## src/rtl/pmux_prog_pkg.sv

```systemverilog
// Shared types and defaults for the pmux programming-chain loader.
// The state encoding is visible to the phase generator so it can time each segment.
package pmux_prog_pkg;

   typedef enum logic [2:0] {
      IDLE,
      FETCH,
      SETUP,
      PH0,
      GAP0,
      PH1,
      GAP1,
      DONE
   } state_t;

   localparam int PULSE_CYC_DEF = 2;
   localparam int GAP_CYC_DEF   = 1;
   localparam int STEP_W_DEF    = 16;
   localparam int TMR_W         = 4;

   // Terminal value of the segment timer for a segment lasting cyc cycles.
   function automatic logic [TMR_W-1:0] last_count(input int cyc);
      return TMR_W'(cyc - 1);
   endfunction

endpackage

```

## src/rtl/pmux_prog_phasegen.sv

```systemverilog
// Segment timer and registered, non-overlapping programming clocks.
// The segment order SETUP->PH0->GAP0->PH1->GAP1 is fixed, so each clock's next value follows from state and timer alone.
module pmux_prog_phasegen
   import pmux_prog_pkg::*;
#(
   parameter int PULSE_CYC = PULSE_CYC_DEF,
   parameter int GAP_CYC   = GAP_CYC_DEF
) (
   input  logic       clk,
   input  logic       rst,
   input  logic [2:0] state,
   output logic       last,
   output logic       prog_clk0,
   output logic       prog_clk1
);

   localparam logic [TMR_W-1:0] PULSE_LAST = last_count(PULSE_CYC);
   localparam logic [TMR_W-1:0] GAP_LAST   = last_count(GAP_CYC);

   state_t           st;
   logic             in_pulse;
   logic             timed;
   logic [TMR_W-1:0] cnt;
   logic [TMR_W-1:0] cnt_end;

   assign st = state_t'(state);

   always_comb begin
      in_pulse = (st == PH0) || (st == PH1);
      timed    = in_pulse || (st == SETUP) || (st == GAP0) || (st == GAP1);
      cnt_end  = in_pulse ? PULSE_LAST : GAP_LAST;
      last     = timed && (cnt == cnt_end);
   end

   // The timer restarts at zero on every segment boundary and idles at zero in untimed states.
   always_ff @(posedge clk) begin
      if (rst) begin
         cnt       <= '0;
         prog_clk0 <= 1'b0;
         prog_clk1 <= 1'b0;
      end else begin
         cnt       <= (timed && !last) ? cnt + TMR_W'(1) : '0;
         prog_clk0 <= ((st == SETUP) && last) || ((st == PH0) && !last);
         prog_clk1 <= ((st == GAP0)  && last) || ((st == PH1) && !last);
      end
   end

endmodule

```

## src/rtl/pmux_prog_loader.sv

```systemverilog
// Serial bitstream loader for a two-phase pmux configuration chain.
// Bytes are fetched on demand and shifted out LSB first, one bit per clk0/clk1 pulse pair.
module pmux_prog_loader
   import pmux_prog_pkg::*;
#(
   parameter int PULSE_CYC = PULSE_CYC_DEF,
   parameter int GAP_CYC   = GAP_CYC_DEF,
   parameter int STEP_W    = STEP_W_DEF
) (
   input  logic              clk,
   input  logic              rst,
   input  logic              start,
   input  logic [STEP_W-1:0] num_steps,
   input  logic              cfg_valid,
   input  logic [7:0]        cfg_data,
   output logic              cfg_ready,
   output logic              prog_in,
   output logic              prog_clk0,
   output logic              prog_clk1,
   output logic              busy,
   output logic              done
);

   state_t            state;
   logic [7:0]        byte_r;
   logic [2:0]        bit_idx;
   logic [STEP_W-1:0] remaining;
   logic              last;

   pmux_prog_phasegen #(
      .PULSE_CYC (PULSE_CYC),
      .GAP_CYC   (GAP_CYC)
   ) u_phasegen (
      .clk       (clk),
      .rst       (rst),
      .state     (state),
      .last      (last),
      .prog_clk0 (prog_clk0),
      .prog_clk1 (prog_clk1)
   );

   // Outputs are set on the transition into the state they describe, so they line up with state.
   always_ff @(posedge clk) begin
      if (rst) begin
         state     <= IDLE;
         bit_idx   <= '0;
         remaining <= '0;
         prog_in   <= 1'b0;
         cfg_ready <= 1'b0;
         busy      <= 1'b0;
         done      <= 1'b0;
      end else begin
         case (state)
            IDLE: begin
               done <= 1'b0;
               if (start) begin
                  remaining <= num_steps;
                  bit_idx   <= '0;
                  busy      <= 1'b1;
                  if (num_steps == '0) begin
                     state <= DONE;
                     done  <= 1'b1;
                  end else begin
                     state     <= FETCH;
                     cfg_ready <= 1'b1;
                  end
               end
            end
            FETCH: begin
               if (cfg_valid && cfg_ready) begin
                  byte_r    <= cfg_data;
                  prog_in   <= cfg_data[bit_idx];
                  cfg_ready <= 1'b0;
                  state     <= SETUP;
               end
            end
            SETUP: if (last) state <= PH0;
            PH0:   if (last) state <= GAP0;
            GAP0:  if (last) state <= PH1;
            PH1:   if (last) state <= GAP1;
            GAP1: begin
               if (last) begin
                  remaining <= remaining - STEP_W'(1);
                  // Stopping on the step count drops any unused high bits of the final byte.
                  if (remaining == STEP_W'(1)) begin
                     state <= DONE;
                     done  <= 1'b1;
                  end else if (bit_idx == 3'd7) begin
                     bit_idx   <= '0;
                     cfg_ready <= 1'b1;
                     state     <= FETCH;
                  end else begin
                     bit_idx <= bit_idx + 3'd1;
                     prog_in <= byte_r[bit_idx + 3'd1];
                     state   <= SETUP;
                  end
               end
            end
            DONE: begin
               done  <= 1'b0;
               busy  <= 1'b0;
               state <= IDLE;
            end
            default: state <= IDLE;
         endcase
      end
   end

endmodule
```

## config.mk

```make
export PLATFORM = sky130hd
export DESIGN_NAME = pmux_prog_loader
export DESIGN_NICKNAME = d
export VERILOG_FILES = /design/src/rtl/pmux_prog_pkg.sv /design/src/rtl/pmux_prog_phasegen.sv /design/src/rtl/pmux_prog_loader.sv
export SDC_FILE = /design/constraint.sdc
export NUM_CORES = 1
export LEC_CHECK = 0
export ABC_CLOCK_PERIOD_IN_PS = 3000
export BUFFER_PORTS_ARGS = -buffer_cell sky130_fd_sc_hd__clkbuf_2
export CAP_MARGIN = 25
export CORE_MARGIN = 5
export CORE_UTILIZATION = 61
export CTS_CLUSTER_SIZE = 8
export DETAILED_ROUTE_END_ITERATION = 7
export GPL_TIMING_DRIVEN = 0
export MAX_ROUTING_LAYER = met4
export PLACE_DENSITY = 0.87
export SYNTH_ARGS = -nofsm -noshare
export SYNTH_HDL_FRONTEND = slang
export SYNTH_SLANG_ARGS = --single-unit
```

## constraint.sdc

```tcl
create_clock -name clk -period 3 [get_ports clk]
set_input_delay 0.45 -clock clk [delete_from_list [all_inputs] [get_ports clk]]
set_output_delay 0.45 -clock clk [all_outputs]
set_load 0.01 [all_outputs]
```

# Word-level counts from Yosys, hierarchy flattened
# Cells that the tools add are included.
[totals]
mem_bits_rw = 0
inputBits = 28
latch_bits = 0
n_memories = 0
mem_bits_ro = 0
regBits = 40
output_inout_bits = 6
[op_classes]
n_mux = 43
add_sub_neg = 3
bitwise_logic = 2
n_eq_ne = 22
div = 0
multipliers = 0
n_lt_le_gt_ge = 2
reduce_logical = 30
shift = 0
[op_table]
columns = ["operator", "n"]
rows = [
  ["$mux W3", 13],
  ["$mux W16", 2],
  ["$pmux W16 S2", 1],
  ["$pmux W3 S8", 1],
  ["$mux W1", 18],
  ["$eq A16 B1 Y1 const B", 1],
  ["$logic_not A16 Y1", 1],
  ["$sub A16 B1 Y16 const B", 1],
  ["$eq A3 B3 Y1 const B", 5],
  ["$ne A2 B2 Y1 const B", 7],
  ["$reduce_and A7 Y1", 2],
  ["$ne A2 B1 Y1 const B", 5],
  ["$reduce_and A3 Y1", 3],
  ["$lt A3 B4 Y1 const B", 2],
  ["$logic_and A1 B1 Y1", 7],
  ["$bmux W1 S3", 2],
  ["$eq A3 B2 Y1 const B", 2],
  ["$logic_or A1 B1 Y1", 6],
  ["$pmux W1 S3", 2],
  ["$pmux W3 S2", 1],
  ["$reduce_bool A2 Y1", 3],
  ["$reduce_bool A3 Y1", 2],
  ["$reduce_and A5 Y1", 1],
  ["$add A4 B1 Y4 const B", 1],
  ["11 further kinds", 13],
]

# Logic depth before layout (Yosys ltp)
# Gate-level depths: netlist of run 1.
[depth]
word_depth = 10
mapped_depth = 8

# Hierarchy
# A second synthesis of run 1 with hierarchy kept.
[unflattened]
hier_cells = 280
area_unflattened_um2 = 2387.3
[modules_own_cells]
columns = ["module", "area_each_um2", "seq_area_each_um2", "n_inst", "cells_each"]
rows = [
  ["pmux_prog_loader", 2083.2, 760.7, 1, 248],
  ["pmux_prog_phasegen", 304.0, 120.1, 1, 32],
]

# Worst setup path before layout of run 1
# No wires, ideal clock.
[synth_timing]
path_type = "input to register"
start = "input rst"
end = "register byte_r[0] (enable)"
setup_ns = 0.383
cell_stages = 3
path_slack_ns = 1.153
t_arrival_ns = 1.463
required_time_ns = 2.617
cell_sequence = "clkbuf_1 -> clkbuf_1 -> nor3_1"
[synth_between]
elab_chain_cells = 2
[synth_rtl]
columns = ["item", "line", "rtl"]
rows = [
  ["start, declared", "pmux_prog_loader.sv:11", "input logic rst,"],
  ["$not A1 Y1 (no line)", "--", ""],
  ["$reduce_and A3 Y1 (no line)", "--", ""],
  ["end signal, assigned", "pmux_prog_loader.sv:71", "byte_r <= cfg_data;"],
  ["end, declared", "pmux_prog_loader.sv:25", "logic [7:0] byte_r;"],
]
# Every way passes these cells.
# A chain may end at the register's enable or synchronous reset.

# Final worst setup path of run 1
[layout_timing]
start = "register remaining[0]"
end = "register remaining[14]"
[layout_between]
elab_chain_cells = 3
[layout_rtl]
columns = ["item", "line", "rtl"]
rows = [
  ["start, declared", "pmux_prog_loader.sv:27", "logic [STEP_W-1:0] remaining;"],
  ["start signal, assigned", "pmux_prog_loader.sv:57", "remaining <= num_steps;"],
  ["start signal, assigned", "pmux_prog_loader.sv:83", "remaining <= remaining - STEP_W'(1);"],
  ["$sub A16 B1 Y16", "pmux_prog_loader.sv:83", ""],
  ["$mux W16", "pmux_prog_loader.sv:82", "if (last) begin"],
  ["$pmux W16 S2", "pmux_prog_loader.sv:53", "case (state)"],
]
# Every way passes these cells. The select of a mux whose other input is x is not followed.

==> results of run 1 <==
-- path summary, 6_finish.rpt --
kind / endpoint / slack (ps) / cells after the start
min reg2reg: remaining[9] / 480 / 2
min: byte_r[7] / 350 / 1
max reg2reg: remaining[14] / 770 / 7
max: remaining[14] / 770 / 7
-- registers in the layout (all words and copies together) (netlist names), 3 cells and up --
signal          count
state               3
bit_idx             3
u_phasegen.cnt      4
byte_r              8
remaining          16
-- metal layers --
metal	part of all wire	track usage
met5	0	-
met4	0.020	0.0772
met3	0.094	0.0639
met2	0.47	0.378
met1	0.42	0.329
-- cell families (layout without fill, tap and decap cells) --
| family | Yosys count | in the layout | synth area share |
|---|---|---|---|
| adder cells (fa/ha/maj) | 5 | 5 | 0.0275 |
| AO/OA/AOI/OAI | 89 | 89 | 0.245 |
| AND/OR/NAND/NOR | 106 | 106 | 0.233 |
| buffers and inverters | 25 | 66 | 0.0440 |
| multiplexers | 7 | 7 | 0.0527 |
| flip-flops | 40 | 40 | 0.387 |
| XOR/XNOR | 3 | 3 | 0.0115 |
-- synthesized netlist by cell type (2+ instances only) --
cell type,count,share of area
dfxtp_1,32,0.28
nand2_1,32,0.053
a21oi_1,29,0.064
nor2_1,26,0.043
o21ai_0,24,0.053
nand3_1,11,0.024
clkbuf_1,10,0.016
edfxtp_1,8,0.11
inv_1,8,0.013
nor3_1,8,0.018
a211oi_1,7,0.023
nor4_1,6,0.016
buf_2,5,0.011
ha_1,5,0.027
mux4_2,4,0.040
mux2i_1,3,0.013
nand3b_1,3,0.0099
o2111ai_1,3,0.012
o22ai_1,3,0.0082
o311ai_0,3,0.012
o31ai_1,3,0.0099
a22oi_1,2,0.0066
nand2b_1,2,0.0055
nand4_1,2,0.0055
nor3b_1,2,0.0066
nor4b_1,2,0.0077
o21a_1,2,0.0066
o32ai_1,2,0.0077
or2_2,2,0.0055
xnor2_1,2,0.0077
-- through the flow --
step	instance area [um^2]	hold WS (ps)
after floorplan	2280	449
after global placement	2500	461
after detailed placement	2500	471
after CTS	2580	345
after global routing	2580	342
final	2580	351
-- worst max-delay path: cells and delay by family, from the launching register on --
kind | cells | cell delay [ps]
simple gates | 3 | 1080
compound gates | 2 | 450
buf+inv | 1 | 100
fa+ha+maj | 1 | 190
flops | 1 | 350
-- cell type report --
class                   count  area [um^2]
well taps                  48         60.1
inverters                   9         33.8
clock inverters             1         5.00
plain buffers              16         66.3
fillers                   314         1050
repair buffers             33          165
clock buffers               7         76.3
flip-flops and latches     40          881
multi-input cells         210         1300
-- power groups by stage --
stage	Combinational, mW	Sequential [mW]	Clock [mW]
2_1_floorplan	0.662	0.740	0
3_5_place_dp	0.885	0.751	0
5_1_grt	1.02	0.755	0.372
6_report	0.919	0.742	0.341
3_3_place_gp	0.872	0.746	0
4_1_cts	0.889	0.740	0.346
==> impl_metrics.yaml, run 1 <==
pwr:
  pwr-share-comb: 0.459
  power_density_nw_per_um2: 775
  switching_share: 0.430
  power_switching_uw: 861
  vdd.ir_drop.worst_uv: 587
  p_leak_nw: 0.965
  p_int_mw: 1.14
  seqPwrFrac: 0.371
  power.share.clock: 0.170
  p_total_mw: 2.00
setup_path:
  cpMaxStageDelayCell: "nor3b_1"
  path_cells: "inv_1 > ha_1 > nor3b_1 > nand3_1 > o21ai_0 > nand2_1 > a21oi_1"
  arrival_ps: 2440
  worstSetupEndpointType: "flip-flop"
  worstSetupStartpointType: "flip-flop"
  worstPathMaxFanout: 6
  r2r-start: "remaining[0]"
  critPathRequiredTime_ps: 3220
  crit_type: "flip-flop to flip-flop"
  slowest_delay_ps: 730
  worstSetupStartpoint: "remaining[0]"
timing:
  finalMaxSlewViolations: 0
  fin_crit_sh: 0.742
  fin_crit_ps: 2230
  max_freq_ghz: 0.449
  setup_viol: 0
  finClkSkew_ps: 6.71
  grt_setup_unrepaired: "no"
  tightest_slew_ps: 878
  fin_ws_ps: 774
  setup_tns_ps: 0
  hold_viol_final: 0
  relSlewSlack: 0.414
logic_synthesis:
  yosysWarnings: 0
  syn_area_per_cell_um2: 8.28
  syn_area_um2: 2280
  synth_edf_count: 8
  syn_nets: 308
  synth-seq-cells: 40
  syn_inst: 275
  yosysUniqueCellTypes: 54
  async_reset_ff_frac: 0
  seq_area_frac_synth: 0.387
  synthFlopType: "dfxtp_1"
detailed_routing:
  wl_per_cell_um: 16.2
  drc_errors: 0
  dr_total_vias: 2323
  drtIter0Drc: 316
  dr.pass1.iters: 5
  drt-total-wl_um: 5910
  post_drt_via_cell_ratio: 6.38
  postRouteAntennaNets: 0
cells_and_area:
  finalNetCount: 348
  layout-drive-gt1-share: 0.171
  fin_cells: 364
  post-route-util: 0.711
  final_cell_mix: "nand2_1, dfxtp_1, clkbuf_2"
  syn_to_final_growth_pct: 13.5
  n_antenna_cell: 0
place:
  post-dp-hpwl_um: 4380
  dp.cells: 355
  dp_slack_ps: 812
  place_congestion: 0.937
  numPortBuffers: 32
run_status:
  outcome: "completed"
clocking:
  numClockSinks: 40
  post_cts_buffers: 0
  cts_max_level: 2
  cts-root-buf: "clkbuf_8"
  cts.clk_slew.worst_paths_ps: 80
  clk_path_buf_depth: 2
  cts_hold_buf: 0
  clkLatencyLatePin_ps: 290
  cts_made_buffers: 5
  tritoncts: "built"
  cts_resized: 0
floorplanning:
  initial_utilization: 0.627
  die_w_um: 71.1
  rows: 22
  pin_count: 34
  die_area_um2: 5060
  fp.coreArea_um2: 3630
  die_h_um: 71.1
worst_hold_path:
  hold_path.class: "input pin to flip-flop"
  min-delay-start: "cfg_data[7]"
grt:
  antenna_found_initial: 0
  grtUsageTotal: 0.250
  grt_pass1_vias: 2095
  overflow: 0
  grt_max_degree: 13
  grt_pass1_wl_um: 9890
run:
  max_cap_violations: 0
(Power assumes the default switching activity.)
==> inputs of run 2 (changes only) <==
--- a/config.mk
+++ b/config.mk
@@ -5,16 +5,17 @@
 export SDC_FILE = /design/constraint.sdc
 export NUM_CORES = 1
 export LEC_CHECK = 0
-export ABC_CLOCK_PERIOD_IN_PS = 3000
+export ABC_AREA = 1
+export ABC_CLOCK_PERIOD_IN_PS = 1900
 export BUFFER_PORTS_ARGS = -buffer_cell sky130_fd_sc_hd__clkbuf_2
 export CAP_MARGIN = 25
 export CORE_MARGIN = 5
-export CORE_UTILIZATION = 61
+export CORE_UTILIZATION = 52
 export CTS_CLUSTER_SIZE = 8
 export DETAILED_ROUTE_END_ITERATION = 7
 export GPL_TIMING_DRIVEN = 0
 export MAX_ROUTING_LAYER = met4
-export PLACE_DENSITY = 0.87
+export PLACE_DENSITY = 0.78
 export SYNTH_ARGS = -nofsm -noshare
 export SYNTH_HDL_FRONTEND = slang
 export SYNTH_SLANG_ARGS = --single-unit
==> constraint.sdc (replaced) <==
create_clock -name clk -period 1.9 [get_ports clk]
set_input_delay 0.285 -clock clk [delete_from_list [all_inputs] [get_ports clk]]
set_output_delay 0.285 -clock clk [all_outputs]
set_load 0.01 [all_outputs]
==> run 2 against run 1 <==
Critical path depth grew 2. Combinational power increased to 2.7 times the previous value. Wire length up 5.9%. Core utilization shrank 9.1 points. Critical endpoint is now remaining[1].
==> impl_metrics.yaml, run 2 <==
logic_synthesis:
  synthFlopType: "dfxtp_1"
  yosysWarnings: 0
  yosysTopAreaCell: "dfxtp_1"
  synth_top_area_frac: 0.245
  syn_area_um2: 2620
  syn_nets: 436
  async_reset_ff_frac: 0
  synth-seq-cells: 40
  yosysMostFrequentCell: "nand2_1"
  yosysUniqueCellTypes: 35
  synth_commonest_cells: "nand2_1, nor2_1, inv_1"
  syn_area_per_cell_um2: 6.50
  syn_inst: 403
  synth_edf_count: 8
  synth_area_leaders: "dfxtp_1, nand2_1, nor2_1"
  seq_area_frac_synth: 0.336
setup_path:
  path_cells: "nand2_1 > nand4_2 > nand3_4 > nand2_4 > nand3_4 > inv_4 > buf_8 > nand2_2 > a21oi_2"
  worstSetupStartpoint: "state[1]"
  path_delay_family: "simple AND/OR/NAND/NOR gates"
  worstSetupEndpointType: "flip-flop"
  rr_endpoint: "remaining[1]"
  arrival_ps: 1960
  crit_type: "flip-flop to flip-flop"
  worstSetupStartpointType: "flip-flop"
  worstPathMaxFanout: 10
  r2r-start: "state[1]"
  cpMostUsedCell: "nand3_4"
  cpMaxStageDelayCell: "dfxtp_1"
  critPathRequiredTime_ps: 2130
  rrSetupSlack_ps: 170
  crit_end: "remaining[1]"
  path_buf_inv: 2
  cp.depth: 9
  slowest_delay_ps: 480
  r2r_cells: 9
place:
  numPortBuffers: 33
  place_area_um2: 2870
  dp_slack_ps: -136
  post-dp-hpwl_um: 4750
  place_congestion: 0.923
detailed_routing:
  dr.pass1.iters: 5
  drc_errors: 0
  wl_per_cell_um: 12.2
  dr_total_vias: 2597
  postRouteAntennaNets: 0
  post_drt_via_cell_ratio: 5.08
  drt-total-wl_um: 6250
  drtIter0Drc: 174
clocking:
  clkLatencyLatePin_ps: 290
  cts_made_buffers: 5
  cts.clk_slew.worst_paths_ps: 80
  numClockSinks: 40
  clk_path_buf_depth: 2
  tritoncts: "built"
  cts-root-buf: "clkbuf_8"
  cts_hold_buf: 0
  cts_max_level: 2
floorplanning:
  die_h_um: 81.0
  initial_utilization: 0.544
  pin_count: 34
  rows: 25
  fp.coreArea_um2: 4820
  die_area_um2: 6560
  die_w_um: 81.0
timing:
  grt_setup_unrepaired: "no"
  whs_ps: 181
  finClkSkew_ps: 4.55
  fin_crit_sh: 0.911
  relSlewSlack: 0.525
  setup_tns_ps: 0
  finalMaxSlewViolations: 0
  max_freq_ghz: 0.578
  tightest_slew_ps: 713
  hold_viol_final: 0
  fin_crit_ps: 1730
  setup_viol: 0
  fin_ws_ps: 169
cells_and_area:
  top_register: "remaining"
  finalNetCount: 476
  syn_to_final_growth_pct: 14.0
  largest_reg_flops: 16
  top_regs: "remaining (16), byte_r (8), u_phasegen.cnt (4)"
  post-route-util: 0.620
  n_antenna_cell: 0
  final_common_cell: "nand2_1"
  layout-drive-gt1-share: 0.173
  final_cell_mix: "nand2_1, nor2_1, inv_1"
  fin_area_um2: 2990
grt:
  grt_max_degree: 14
  antenna_found_initial: 0
  grt_pass1_vias: 2340
  overflow: 0
  grt_pass1_wl_um: 10700
  grtUsageTotal: 0.216
pwr:
  power_density_nw_per_um2: 1480
  p_leak_nw: 1.47
  vdd.ir_drop.worst_uv: 915
run:
  max_cap_violations: 0
worst_hold_path:
  hold_path.class: "input pin to flip-flop"
run_status:
  outcome: "completed"
[run 2: cell count changes after synthesis, sizes merged, moves of 7 or more]
cell,delta
nor4,-7
nor2,+52
clkbuf,-7
inv,+31
nand3,+22
a211oi,-7
a21oi,-9
nand2,+96
[run 2: repair_timing]
| action | CTS | global route |
|---|---|---|
| gates resized for setup | 1 | 1 |
| gates cloned | 0 | 0 |
| buffers inserted | 0 | 0 |
| setup endpoints to repair | 8 | 1 |
| pin swaps | 0 | 0 |
[run 2: layer usage]
layer | up-vias | routed length (um) | track usage
met2 | 70 | 2850 | 0.337
met3 | 9 | 409 | 0.0410
met5 | - | 0 | -
met1 | 1160 | 2890 | 0.279
met4 | 0 | 102 | 0.0726
li1 | 1358 | - | -
[run 2: worst register-to-register path, delay by kind of cell, from the launching register on]
kind | cells | cell delay, ps
DFF | 1 | 480
and+or+nand+nor | 6 | 810
AOI/OAI and AO/OA | 1 | 110
buffers and inverters | 2 | 280
[run 2: per-stage QoR]
| stage | power (mW) | std cells |
|---|---|---|
| floorplan | 3.15 | 403 |
| global placement | 3.62 | 503 |
| detailed placement | 3.67 | 503 |
| CTS | 4.40 | 511 |
| global route | 4.83 | 511 |
| finish | 4.41 | 511 |
[run 2: layout make-up]
cell class              count  area [um^2]
clock buffers               5         68.8
plain buffers              11         70.1
clock inverters             3         42.5
fillers                   491         1830
multi-input cells         311         1510
flip-flops and latches     40          881
inverters                  41          163
repair buffers             33          165
well taps                  67         83.8
[run 2: where the power goes]
part	leakage, nW	switching, mW	internal (mW)	total (mW)
sequential	0.335	0.180	1.09	1.27
combinational	1.08	1.57	0.864	2.44
clock	0.0558	0.311	0.389	0.700
total	1.47	2.07	2.34	4.41
[run 2: kinds of logic (layout without fill, tap and decap cells)]
| family | count (synthesis) | after routing | share of synthesized area |
|---|---|---|---|
| buf+inv | 52 | 93 | 0.0888 |
| fa+ha+maj | 5 | 5 | 0.0239 |
| xor+xnor | 8 | 8 | 0.0267 |
| mux | 4 | 4 | 0.0153 |
| flops | 40 | 40 | 0.336 |
| compound gates | 40 | 40 | 0.0850 |
| simple gates | 254 | 254 | 0.424 |
[run 2: worst min path at each step]
stage,from,endpoint,slack [ps],cells past startpoint
final,cfg_data[1],byte_r[1],180,1
after global routing,cfg_data[1],byte_r[1],160,1
after CTS,cfg_data[1],byte_r[1],160,1
after detailed placement,done,done,460,2
after global placement,busy,busy,460,2
after floorplan,cfg_data[0],byte_r[0],380,0
